**config.mk**
```make
export PLATFORM = sky130hd
export DESIGN_NAME = vga_timing_receiver
export DESIGN_NICKNAME = d
export VERILOG_FILES = /design/src/rtl/vga_timing_receiver.sv
export SDC_FILE = /design/constraint.sdc
export NUM_CORES = 1
export LEC_CHECK = 0
export BUFFER_PORTS_ARGS = -buffer_cell sky130_fd_sc_hd__buf_4
export CAP_MARGIN = 40
export CORE_ASPECT_RATIO = 1.4
export CORE_MARGIN = 2
export CORE_UTILIZATION = 50
export DETAILED_ROUTE_END_ITERATION = 8
export GPL_TIMING_DRIVEN = 0
export PLACE_DENSITY = 0.7
export SLEW_MARGIN = 20
export SYNTH_ARGS = -nofsm -noshare
export SYNTH_HDL_FRONTEND = slang
export SYNTH_SLANG_ARGS = --single-unit
```
**constraint.sdc**
```tcl
create_clock -name clk -period 16.5 [get_ports clk]
set_input_delay 2.475 -clock clk [delete_from_list [all_inputs] [get_ports clk]]
set_output_delay 2.475 -clock clk [all_outputs]
set_load 0.1 [all_outputs]
```
**src/rtl/vga_timing_receiver.sv**
```systemverilog
// Sink-side VGA timing recovery: measures line/frame/sync geometry from the
// incoming syncs, locks on stable timing and emits active-window coordinates.
module vga_timing_receiver #(
  parameter int CNT_W       = 12,
  parameter bit SYNC_POL    = 1'b1,
  parameter int H_ACT_START = 181,
  parameter int H_ACT_END   = 1140,
  parameter int V_ACT_START = 31,
  parameter int V_ACT_END   = 665,
  parameter int LOCK_FRAMES = 2
) (
  input  logic             clk,
  input  logic             rst,
  input  logic             pix_en,
  input  logic             hsync_in,
  input  logic             vsync_in,
  input  logic [3:0]       red_in,
  input  logic [3:0]       green_in,
  input  logic [3:0]       blue_in,
  output logic [10:0]      x,
  output logic [10:0]      y,
  output logic             pix_valid,
  output logic [3:0]       red_out,
  output logic [3:0]       green_out,
  output logic [3:0]       blue_out,
  output logic             frame_start,
  output logic             locked,
  output logic [CNT_W-1:0] h_total,
  output logic [CNT_W-1:0] v_total,
  output logic [CNT_W-1:0] hsync_width,
  output logic [CNT_W-1:0] vsync_width
);

  typedef enum logic [1:0] {SEARCH, TRACK, LOCKED} state_t;

  localparam logic [CNT_W-1:0] CNT_MAX = '1;

  state_t           state, state_n;
  logic             hs, vs, hs_d, vs_d;
  logic             hs_lead, hs_trail, vs_lead, vs_trail;
  logic [CNT_W-1:0] hcnt, vcnt, hsw_cnt, vsw_cnt;
  logic [CNT_W-1:0] h_len, h_cand, v_cand;
  logic [CNT_W-1:0] first_len, ref_h, ref_v;
  logic             have_first, line_bad, line_bad_now, h_sat;
  logic [3:0]       match, match_n;
  logic             ref_load;
  logic             in_win;
  int               hpos, vpos;

  assign hs       = (hsync_in == SYNC_POL);
  assign vs       = (vsync_in == SYNC_POL);
  assign hs_lead  = hs & ~hs_d;
  assign hs_trail = ~hs & hs_d;
  assign vs_lead  = vs & ~vs_d;
  assign vs_trail = ~vs & vs_d;

  // Lengths as they would be latched on this sample; the FSM compares these
  // so a frame edge coinciding with a line edge sees the just-finished line.
  assign h_len  = hcnt + 1'b1;
  assign h_cand = hs_lead ? h_len : h_total;
  assign v_cand = vcnt + 1'b1;

  // Counter is about to pin at all-ones: no hsync seen for a full counter span.
  assign h_sat = ~hs_lead & (hcnt >= CNT_MAX - 1'b1);

  assign line_bad_now = line_bad | (hs_lead & have_first & (h_len != first_len));

  assign hpos   = int'(hcnt);
  assign vpos   = int'(vcnt);
  assign in_win = locked &&
                  hpos >= H_ACT_START && hpos < H_ACT_END &&
                  vpos >= V_ACT_START && vpos < V_ACT_END;

  assign locked = (state == LOCKED);

  always_ff @(posedge clk or posedge rst) begin
    if (rst) state <= SEARCH;
    else     state <= state_n;
  end

  always_comb begin
    state_n  = state;
    match_n  = match;
    ref_load = 1'b0;
    if (pix_en) begin
      case (state)
        SEARCH: begin
          if (vs_lead) begin
            state_n  = TRACK;
            ref_load = 1'b1;
            match_n  = '0;
          end
        end
        TRACK: begin
          if (vs_lead) begin
            if (!line_bad_now && h_cand == ref_h && v_cand == ref_v) begin
              match_n = match + 4'd1;
              if (int'(match_n) >= LOCK_FRAMES - 1) state_n = LOCKED;
            end else begin
              ref_load = 1'b1;
              match_n  = '0;
            end
          end
        end
        LOCKED: begin
          if (h_sat || (vs_lead && (line_bad_now || h_cand != ref_h || v_cand != ref_v))) begin
            state_n = SEARCH;
            match_n = '0;
          end
        end
        default: state_n = SEARCH;
      endcase
    end
  end

  always_ff @(posedge clk or posedge rst) begin
    if (rst) begin
      hs_d        <= 1'b0;
      vs_d        <= 1'b0;
      hcnt        <= '0;
      vcnt        <= '0;
      hsw_cnt     <= '0;
      vsw_cnt     <= '0;
      h_total     <= '0;
      v_total     <= '0;
      hsync_width <= '0;
      vsync_width <= '0;
      first_len   <= '0;
      have_first  <= 1'b0;
      line_bad    <= 1'b0;
      ref_h       <= '0;
      ref_v       <= '0;
      match       <= '0;
      frame_start <= 1'b0;
      pix_valid   <= 1'b0;
      x           <= '0;
      y           <= '0;
      red_out     <= '0;
      green_out   <= '0;
      blue_out    <= '0;
    end else begin
      frame_start <= 1'b0;
      if (pix_en) begin
        hs_d        <= hs;
        vs_d        <= vs;
        frame_start <= vs_lead;

        if (hs_lead) begin
          h_total <= h_len;
          hcnt    <= '0;
        end else if (hcnt != CNT_MAX) begin
          hcnt <= h_len;
        end

        if (hs) begin
          if (hs_lead)                 hsw_cnt <= CNT_W'(1);
          else if (hsw_cnt != CNT_MAX) hsw_cnt <= hsw_cnt + 1'b1;
        end
        if (hs_trail) hsync_width <= hsw_cnt;

        // vsync wins over a coincident hsync edge
        if (vs_lead) begin
          v_total <= v_cand;
          vcnt    <= '0;
        end else if (hs_lead && vcnt != CNT_MAX) begin
          vcnt <= v_cand;
        end

        if (vs_lead)                                vsw_cnt <= CNT_W'(hs_lead);
        else if (vs && hs_lead && vsw_cnt != CNT_MAX) vsw_cnt <= vsw_cnt + 1'b1;
        if (vs_trail) vsync_width <= vsw_cnt;

        if (vs_lead) begin
          line_bad   <= 1'b0;
          have_first <= 1'b0;
        end else if (hs_lead) begin
          if (!have_first) begin
            first_len  <= h_len;
            have_first <= 1'b1;
          end else if (h_len != first_len) begin
            line_bad <= 1'b1;
          end
        end

        match <= match_n;
        if (ref_load) begin
          ref_h <= h_cand;
          ref_v <= v_cand;
        end

        pix_valid <= in_win;
        x         <= in_win ? 11'(hpos - H_ACT_START) : 11'd0;
        y         <= in_win ? 11'(vpos - V_ACT_START) : 11'd0;
        red_out   <= red_in;
        green_out <= green_in;
        blue_out  <= blue_in;
      end
    end
  end

endmodule
```
==> results.json <==
{
  "critPathKind": "input pin to register",
  "worstSetupStartpointType": "input pin",
  "place_ws_ps": 10800,
  "tritoncts": "built",
  "finalClockSkew_ps": 12.8,
  "initial_utilization_pct": 50.9,
  "cp.required_ps": 16810,
  "seq_area_frac_synth_pct": 48.6,
  "yosysUniqueCellTypes": 73,
  "synthTopCellsByArea": "dfrtp_1 49%, mux2_2 5.0%, xnor2_1 3.9%, nand2_1 3.8%, o21ai_0 3.4%",
  "async_flop_share_pct": 100,
  "io-pin-count": 102,
  "grt_start_max_net_pins": 69,
  "regToRegSetupSlack_ps": 12440,
  "dp_hpwl_um": 17200,
  "die_w_um": 118,
  "grt_pass1_wl_um": 37900,
  "r2r_start": "hcnt[0]",
  "cts_hold_buf": 0,
  "fin_ws_ps": 11220,
  "power.internal_w": 0.000835,
  "syn2layout_area_growth_pct": 19.0,
  "startpoint": "hsync_in",
  "yosysWarnings": 0,
  "finalHoldViolCount": 0,
  "clock-sinks": 178,
  "fin_crit_sh_pct": 32.0,
  "synth_edf_count": 0,
  "setup_viol": 0,
  "synth-seq-cells": 178,
  "drv_slew": 0,
  "syn_area_um2": 9170,
  "post-cts-setup-buffers": 0,
  "num_rows": 58,
  "gp_congestion": 0.922,
  "placed_cell_area_um2": 10300,
  "hp-start": "v_total[6]",
  "via_per_inst": 5.62,
  "yosys.area.top_type": "dfrtp_1",
  "fmax_mhz": 189,
  "overflow": 0,
  "yosysMostFrequentCell": "dfrtp_1",
  "synth_top_area_share_pct": 48.6,
  "relSlewSlack_pct": 46.1,
  "rsz0062_at_grt": "no",
  "drt-total-wl_um": 23400,
  "cp.arrival_ps": 5600,
  "drtIter0Drc": 482,
  "crit_fanout": 10,
  "drive_gt1_share_pct": 22.1,
  "nets": 1058,
  "grt_pass1_vias": 7201,
  "p_per_area_nw_per_um2": 119,
  "pwr-share-clk_pct": 32.7,
  "ys.flop_type": "dfrtp_1",
  "antenna_found_initial": 0,
  "hold_path_class": "register to register",
  "cts_resized": 0,
  "wl_per_cell_um": 18.3,
  "ant_nets": 0,
  "clock-root-buffer": "clkbuf_16",
  "tns_ps": 0,
  "synth_common_cells": "178 x dfrtp_1, 92 x nand2_1, 71 x nor2_1, 63 x o21ai_0",
  "p_sw_share_pct": 35.6,
  "syn_avg_cell_area_um2": 10.1,
  "tightest_slew_ps": 800,
  "route.detailed.drc": 0,
  "grt_usage_pct": 25.0,
  "vias": 7212,
  "critPathCaptureType": "register",
  "seqPwrFrac_pct": 40.9,
  "switchingPower_w": 0.000461,
  "dieHeight_um": 164,
  "n_antenna_cell": 0,
  "max-vdd-ir-drop_v": 0.0000787,
  "firstDrtPassIters": 5,
  "numCtsBuffers": 17,
  "synth_nets": 934,
  "power.total_w": 0.00130,
  "worst_skew_pair.late_latency_ps": 430,
  "clk_pin_slew_ps": 70,
  "die-area_um2": 19400,
  "status": "finished, final reports clean",
  "power_leakage_nw": 4.91,
  "drv_cap": 0,
  "comb_power_share_pct": 26.5,
  "htreeDepth": 4,
  "io_buffers": 101,
  "core_area_um2": 18000,
  "synth_cells": 907,
  "finalCriticalPeriod_ps": 5280,
  "cts.path.max_buffers": 2,
  "postLayoutCellArea_um2": 10900
}
[power groups by stage]
stage | sequential (W) | combinational [W] | clock [W]
4_1_cts | 0.000529 | 0.000344 | 0.000429
2_1_floorplan | 0.000639 | 0.000151 | 0
5_1_grt | 0.000536 | 0.000365 | 0.000449
3_3_place_gp | 0.000535 | 0.000336 | 0
3_5_place_dp | 0.000537 | 0.000342 | 0
6_report | 0.000530 | 0.000343 | 0.000423
[critical path: stages]
cell and delay (ps):
buf_4 110, nor2b_1 120, buf_2 250, buf_1 530, nor2_1 80, a31oi_1 290, xnor2_1 160, o2111ai_1 210
nor4_4 470, a41oi_4 320, buf_6 260, mux2_4 310
[routing by layer]
| layer | part of all wire [%] | up-vias | wire length (um) | GRT usage [%] |
|---|---|---|---|---|
| li1 | - | 3425 | - | - |
| met1 | 42 | 3557 | 9770 | 30.5 |
| met2 | 51 | 192 | 12000 | 43.7 |
| met3 | 3.7 | 38 | 873 | 4.24 |
| met4 | 3.3 | 0 | 763 | 11.0 |
| met5 | 0 | - | 0 | 0 |
[path summary, 6_finish.rpt]
kind                              endpoint  depth (start not counted)
worst max register to register    ref_v[7]                         12
min in group asynchronous       red_out[0]                          2
max in group asynchronous       v_total[8]                          3
worst max-delay path              ref_v[7]                         12
worst min-delay path            v_total[6]                          2
worst min register to register  v_total[6]                          2
[logic make-up after synthesis]
group	share of synthesized area, %
buffers and inverters	4.37
and+or+nand+nor	16.4
DFF	48.6
muxes	7.88
adders and majority gates	1.37
xor gates and xnor gates	7.92
AOI/OAI and AO/OA	13.5
[per-stage QoR]
step / instances / util (%) / hold slack, ps
2_1_floorplan: 907 / - / 464
3_3_place_gp: 1248 / 56.8 / 464
3_5_place_dp: 1251 / 57.2 / 470
4_1_cts: 1282 / 60.6 / 486
5_1_grt: 1283 / 60.6 / 503
6_report: 1283 / 60.6 / 477
[cell usage in the layout, fill, tap and decap left out, types with 4 or more instances in the layout]
master / n
a21oi_1: 37
a31oi_1: 5
and2_1: 4
and3_1: 10
and4_1: 4
buf_2: 16
buf_4: 107
clkbuf_1: 35
clkbuf_16: 17
dfrtp_1: 178
ha_1: 10
inv_1: 33
inv_6: 5
mux2_2: 41
mux2_4: 10
mux2i_1: 11
nand2_1: 92
nand2b_1: 12
nand3_1: 29
nand3b_1: 4
nand4_1: 15
nor2_1: 71
nor2b_1: 7
nor3_1: 12
nor3b_1: 5
nor4_1: 7
o2111ai_1: 8
o21a_1: 4
o21ai_0: 63
o2bb2ai_1: 21
o31ai_1: 10
or2_2: 4
or3_1: 10
xnor2_1: 41
xor2_1: 35
[layout make-up]
class	count	area, um2
fill	1573	7090
sequential	178	4450
multi-input combinational	635	4310
timing repair buffer	105	823
clock buffer	18	439
tap	240	300
buffer	59	269
clock inverter	13	173
inverter	35	139
(Power assumes the default switching activity.)
